[config.mk]
export PLATFORM = sky130hd
export DESIGN_NAME = synth_param_controller
export DESIGN_NICKNAME = d
export VERILOG_FILES = /design/src/rtl/synth_param_controller.sv
export SDC_FILE = /design/constraint.sdc
export NUM_CORES = 1
export LEC_CHECK = 0
export ABC_AREA = 1
export CAP_MARGIN = 10
export CORE_MARGIN = 4
export CORE_UTILIZATION = 45
export CTS_BUF_LIST = sky130_fd_sc_hd__clkbuf_8
export CTS_CLUSTER_SIZE = 24
export DETAILED_ROUTE_END_ITERATION = 8
export PLACE_DENSITY = 0.66
export SLEW_MARGIN = 10
export SYNTH_ARGS = -nofsm -noshare
export SYNTH_HDL_FRONTEND = slang
export SYNTH_SLANG_ARGS = --single-unit
[constraint.sdc]
create_clock -name clk -period 2.01 [get_ports clk]
set_input_delay 0.402 -clock clk [delete_from_list [all_inputs] [get_ports clk]]
set_output_delay 0.402 -clock clk [all_outputs]
set_load 0.02 [all_outputs]
[src/rtl/synth_param_controller.sv]
// Mode/parameter controller: key events drive mode FSM, config registers and preset recall/store;
// 1-cycle key-to-output latency; updates held on upd_valid until upd_ready. Optional preset store: PRESET_STORE_EN.
module synth_param_controller #(
    parameter int unsigned TIMEOUT_CYCLES = 1_000_000
) (
    input  logic       clk,
    input  logic       reset,
    input  logic       key_valid,
    input  logic [2:0] key_row,
    input  logic [2:0] key_col,
    output logic       key_busy,
    output logic [2:0] mode,
    output logic [1:0] waveform_select,
    output logic [1:0] filter_select,
    output logic [2:0] filter_params,
    output logic [7:0] amp_envelope,
    output logic       upd_valid,
    output logic [2:0] upd_field,
    input  logic       upd_ready
);

    typedef enum logic [1:0] {S_IDLE, S_ARMED, S_NOTIFY} state_t;

    localparam logic [23:0] CNT_LAST = 24'(TIMEOUT_CYCLES - 1);

    function automatic logic [14:0] builtin_preset(input logic [1:0] idx);
        case (idx)
            2'd0:    return {2'b00, 2'b00, 3'b000, 8'h00};
            2'd1:    return {2'b01, 2'b01, 3'b011, 8'h55};
            2'd2:    return {2'b10, 2'b10, 3'b101, 8'hAA};
            default: return {2'b10, 2'b11, 3'b111, 8'hFF};
        endcase
    endfunction

    state_t      state_q, state_d;
    logic [23:0] cnt_q, cnt_d;
    logic [2:0]  mode_q, mode_d;
    logic [1:0]  wave_q, wave_d;
    logic [1:0]  fsel_q, fsel_d;
    logic [2:0]  fpar_q, fpar_d;
    logic [7:0]  env_q, env_d;
    logic        upd_valid_q, upd_valid_d;
    logic [2:0]  upd_field_q, upd_field_d;

    logic        key_ok;
    logic [1:0]  col_idx;
    logic [1:0]  lvl;
    logic [14:0] preset_rd;
    logic        apply;
    logic        hit;
    logic [2:0]  field;

    assign key_ok  = key_valid && (state_q != S_NOTIFY) &&
                     (key_row >= 3'd1) && (key_row <= 3'd4) &&
                     (key_col >= 3'd1) && (key_col <= 3'd4);
    assign col_idx = 2'(key_col - 3'd1);
    assign lvl     = 2'(3'd4 - key_row);

`ifdef PRESET_STORE_EN
    logic [14:0] preset_q [4];
    logic        preset_we;

    assign preset_rd = preset_q[col_idx];

    always_ff @(posedge clk or posedge reset) begin
        if (reset) begin
            for (int i = 0; i < 4; i++) preset_q[i] <= builtin_preset(2'(i));
        end else if (preset_we) begin
            preset_q[col_idx] <= {wave_q, fsel_q, fpar_q, env_q};
        end
    end
`else
    assign preset_rd = builtin_preset(col_idx);
`endif

    always_comb begin
        state_d     = state_q;
        cnt_d       = cnt_q;
        mode_d      = mode_q;
        wave_d      = wave_q;
        fsel_d      = fsel_q;
        fpar_d      = fpar_q;
        env_d       = env_q;
        upd_valid_d = upd_valid_q;
        upd_field_d = upd_field_q;
        apply       = 1'b0;
        hit         = 1'b0;
        field       = 3'd0;
`ifdef PRESET_STORE_EN
        preset_we   = 1'b0;
`endif
        if (state_q == S_NOTIFY) begin
            if (upd_ready) begin
                upd_valid_d = 1'b0;
                state_d     = S_ARMED;
                cnt_d       = '0;
            end
        end else begin
            if (key_ok && key_row == 3'd4) begin
                mode_d  = key_col;
                state_d = S_ARMED;
                cnt_d   = '0;
                hit     = 1'b1;
            end else if (key_ok && state_q == S_ARMED) begin
                case (mode_q)
                    3'd1: if (key_col != 3'd4) begin
                        wave_d = col_idx;
                        apply  = 1'b1;
                        field  = 3'd0;
                    end
                    3'd2: if (key_row == 3'd3) begin
                        fsel_d = col_idx;
                        apply  = 1'b1;
                        field  = 3'd1;
                    end else begin
                        fpar_d = {col_idx, key_row == 3'd2};
                        apply  = 1'b1;
                        field  = 3'd2;
                    end
                    3'd3: begin
                        case (col_idx)
                            2'd0:    env_d[1:0] = lvl;
                            2'd1:    env_d[3:2] = lvl;
                            2'd2:    env_d[5:4] = lvl;
                            default: env_d[7:6] = lvl;
                        endcase
                        apply = 1'b1;
                        field = 3'd3;
                    end
                    3'd4: if (key_row == 3'd1) begin
                        {wave_d, fsel_d, fpar_d, env_d} = preset_rd;
                        apply = 1'b1;
                        field = 3'd4;
`ifdef PRESET_STORE_EN
                    end else if (key_row == 3'd2) begin
                        preset_we = 1'b1;
                        cnt_d     = '0;
                        hit       = 1'b1;
`endif
                    end
                    default: ;
                endcase
            end
            if (apply) begin
                upd_valid_d = 1'b1;
                upd_field_d = field;
                state_d     = S_NOTIFY;
                hit         = 1'b1;
            end
            // Keys with no effect leave the idle timer running.
            if (!hit && state_q == S_ARMED) begin
                if (cnt_q == CNT_LAST) begin
                    state_d = S_IDLE;
                    mode_d  = 3'd0;
                    cnt_d   = '0;
                end else begin
                    cnt_d = cnt_q + 24'd1;
                end
            end
        end
    end

    always_ff @(posedge clk or posedge reset) begin
        if (reset) begin
            state_q     <= S_IDLE;
            cnt_q       <= '0;
            mode_q      <= '0;
            wave_q      <= '0;
            fsel_q      <= '0;
            fpar_q      <= '0;
            env_q       <= '0;
            upd_valid_q <= 1'b0;
            upd_field_q <= '0;
        end else begin
            state_q     <= state_d;
            cnt_q       <= cnt_d;
            mode_q      <= mode_d;
            wave_q      <= wave_d;
            fsel_q      <= fsel_d;
            fpar_q      <= fpar_d;
            env_q       <= env_d;
            upd_valid_q <= upd_valid_d;
            upd_field_q <= upd_field_d;
        end
    end

    assign key_busy        = (state_q == S_NOTIFY);
    assign mode            = mode_q;
    assign waveform_select = wave_q;
    assign filter_select   = fsel_q;
    assign filter_params   = fpar_q;
    assign amp_envelope    = env_q;
    assign upd_valid       = upd_valid_q;
    assign upd_field       = upd_field_q;

endmodule

==> results.md <==
* DP HPWL at 5287 um
* Post-synth top area share at 39.78%
* Synth area leader: dfrtp_1
* Post-Syn Area per Cell at 7.038 um^2
* GP Congestion at 0.8516
* CTS Sinks at 48
* Final ANT Viol Nets at 0
* Hold Buf Count CTS at 0
* Rows at 29
* Layout Utilization at 60.43%
* Die extent in y at 89.91 um
* Top cells by area, synth: dfrtp_1 (40%), nand2_1 (19%), nand3_1 (6.1%)
* WP data required at 2.26 ns
* Die area at 8084 um^2
* Placed insts at 555
* Boundary Pins at 33
* F_max at 521.5 MHz
* Critical path type: input port to flip-flop
* P_int at 0.002291 W
* DRT iter0 DRCs at 119
* Area of the multi-input gates at 1653 um^2
* TritonCTS clock tree: done
* Vias per inst at 5.089
* Drt pass-1 iters at 4
* Seq. cell area at 1201 um^2
* Area delta synth->final at 28.55%
* P_leak at 2.025 nW
* Crit. End Element: flip-flop
* Gate Count Post-Synth at 429
* Crit path DAT at 2.17 ns
* Max transition margin at 70.61%
* Routed len/inst at 13.34 um
* Vias in the first global route at 2752
* Fin crit share at 95.40%
* Layout Cells excl Fill at 570
* P per Cell Area at 962.4 nW/um^2
* DRT Wirelength at 7605 um
* Final setup vio count at 0
* First-pass GRT wire length at 12480 um
* Final Hold Fails at 0
* Max-cap violations at 0
* Synth Warn # at 0
* Count of unique library cells instantiated by Yosys at 29
* FILL cells at 587
* Clk_lat worst skew at 0.32 ns
* Seq pwr share at 33.5%
* Maximum vdd drop at 0.3581 mV
* Starting Density at 47.01%
* Share of cells above drive strength 1 at 14.60%
* CTS root buffer: clkbuf_8
* CTS H-tree lvls at 2
* Seq cells post-synth at 48
* Pins Over Slew Limit at 0
* Crit Path Max Fanout at 12
* Synthesized Nets at 449
* Fin crit period at 1.917 ns
* Die X at 89.91 um
* Placed cell areas at 3576 um^2
* Vias at 2901
* Largest net degree at the start of global routing at 49
* Outcome: complete, no violations
* DRC errors left at 0
* Total power at 0.003735 W
* Hold Crit Class: input port to asynchronous set/reset pin
* Worst slew pin tran at 0.4392 ns
* Cell area after synthesis at 3019 um^2
* Gr ovfl total at 0
* Clock power share at 20.0%
* FF-to-FF path depth at 9
* GRT Total Usage at 18.12%
* Sw power at 0.001444 W
* Total CTS buffers at 5
* Port-buffer cells at 32
* Clock Tree Buf Depth at 2
* Nets at 512
* Layout Skew at 0.01622 ns
* Startpoint Class: input port
* Comb power frac at 46.6%
* Post-route cell area at 3881 um^2
* Total negative slack at 0 ns
* Sequential share of the synthesized area at 39.78%
* Antenna cells at 0
* Antenna violations before repair at 0
* Clk slew on worst S/H paths at 0.11 ns
* Sw Share at 38.66%
* CORE AREA at 6422 um^2
==> critical path, stage by stage <==
cell             delay [ns]
clkdlybuf4s50_1        0.56
nor2_1                 0.06
nand2_1                0.13
nand3_2                0.11
nor2_4                 0.18
a21oi_4                0.10
o21ai_4                0.29
clkbuf_16              0.23
nand2_1                0.05
nand2_1                0.06
==> path summary, 6_finish.rpt <==
kind	to	slack [ns]	from
setup / recovery	cnt_q[9]	0.09	key_row[2]
hold / removal	waveform_select[1]	0.43	reset
setup reg to reg	cnt_q[17]	0.25	cnt_q[0]
hold reg to reg	upd_field[0]	0.49	upd_field[0]
max in group asynchronous	cnt_q[21]	1.35	reset
min in group clk	upd_field[0]	0.49	upd_field[0]
==> sequential cells by signal (all words and copies together), names as in the netlist, 2 cells and up <==
signal / count
mode: 3
filter_params: 3
upd_field: 3
cnt_q: 24
amp_envelope: 8
waveform_select: 2
filter_select: 2
state_q: 2
==> layer usage <==
metal  routed length, um  GRT usage, %  up-vias
li1                    -             -     1492
met1                3459         23.25     1341
met2                3792         31.39       59
met3                 272         3.255        9
met4                  81         5.102        0
met5                   0             0        -
==> power groups by stage <==
stage,registers [W],logic [W],clock network [W]
finish,0.00125,0.00174,0.000746
global route,0.00128,0.00190,0.000790
CTS,0.00125,0.00147,0.000756
detailed placement,0.00127,0.00142,0
global placement,0.00127,0.00140,0
floorplan,0.00138,0.000771,0
==> layout make-up <==
type                    count  area share [%]
inverters                  49           4.739
clock inverters             3           1.193
repair buffers             61           16.28
multi-input cells         327           42.59
clock buffers               5           1.773
flip-flops and latches     48           30.95
well taps                  77           2.482
==> Yosys cell counts <==
cell,n
nand2_1,153
inv_1,49
dfrtp_1,48
nor2_1,44
nand3_1,37
o21ai_0,28
nand4_1,11
ha_1,10
a21oi_1,6
nor3_1,6
buf_6,4
nand2_2,4
nor2_4,4
or2_2,4
xor2_1,4
o21ai_1,3
nand3_2,2
a21oi_4,1
a22oi_1,1
a31oi_1,1
buf_2,1
nand3b_1,1
nand3b_2,1
nor2_2,1
nor4_1,1
o21ai_4,1
o21bai_1,1
or2_0,1
xnor2_1,1
==> timing repair <==
| item | 4_1_cts | 5_1_grt |
|---|---|---|
| cloned | 0 | 2 |
| endpoints found under the hold margin | 0 | 0 |
| setup buffers | 1 | 4 |
| pin swaps | 1 | 6 |
| resized for setup | 2 | 26 |
| setup endpoints to repair | 23 | 48 |
==> stage by stage <==
stage          hold WS, ns  setup WS, ns
2_1_floorplan       0.4683        0.3592
3_3_place_gp        0.4597       -0.3537
3_5_place_dp        0.4644       -0.3831
4_1_cts             0.4398      0.007202
5_1_grt             0.4641      -0.03111
6_report            0.4307       0.09251
==> layout by cell type (no fill, tap or decap), types with 2 or more instances in the layout <==
cell             count
nor3_1               6
ha_1                 6
or2_2                4
nor2_1              42
inv_2                4
nor2_2               3
o21ai_0             26
dfrtp_1             48
clkdlybuf4s50_1     27
xor2_1               4
clkbuf_16            2
clkbuf_8             5
dlymetal6s2s_1       4
buf_4               23
nand4_1             11
o21ai_1              5
a21oi_1              6
inv_1               45
nor2_4               4
nand2_1            148
buf_12               4
nand2_2              6
nand2_4              3
nand3_1             35
ha_2                 4
nand3_2              3
==> logic make-up after synthesis <==
logic type                 after synthesis  synth area share [%]
and+or+nand+nor                        270                 38.96
adders and majority gates               10                 4.144
xor gates and xnor gates                 5                 1.450
buffers and inverters                   54                 7.750
AOI/OAI and AO/OA                       42                 7.916
DFF                                     48                 39.78
(Power assumes the default switching activity.)
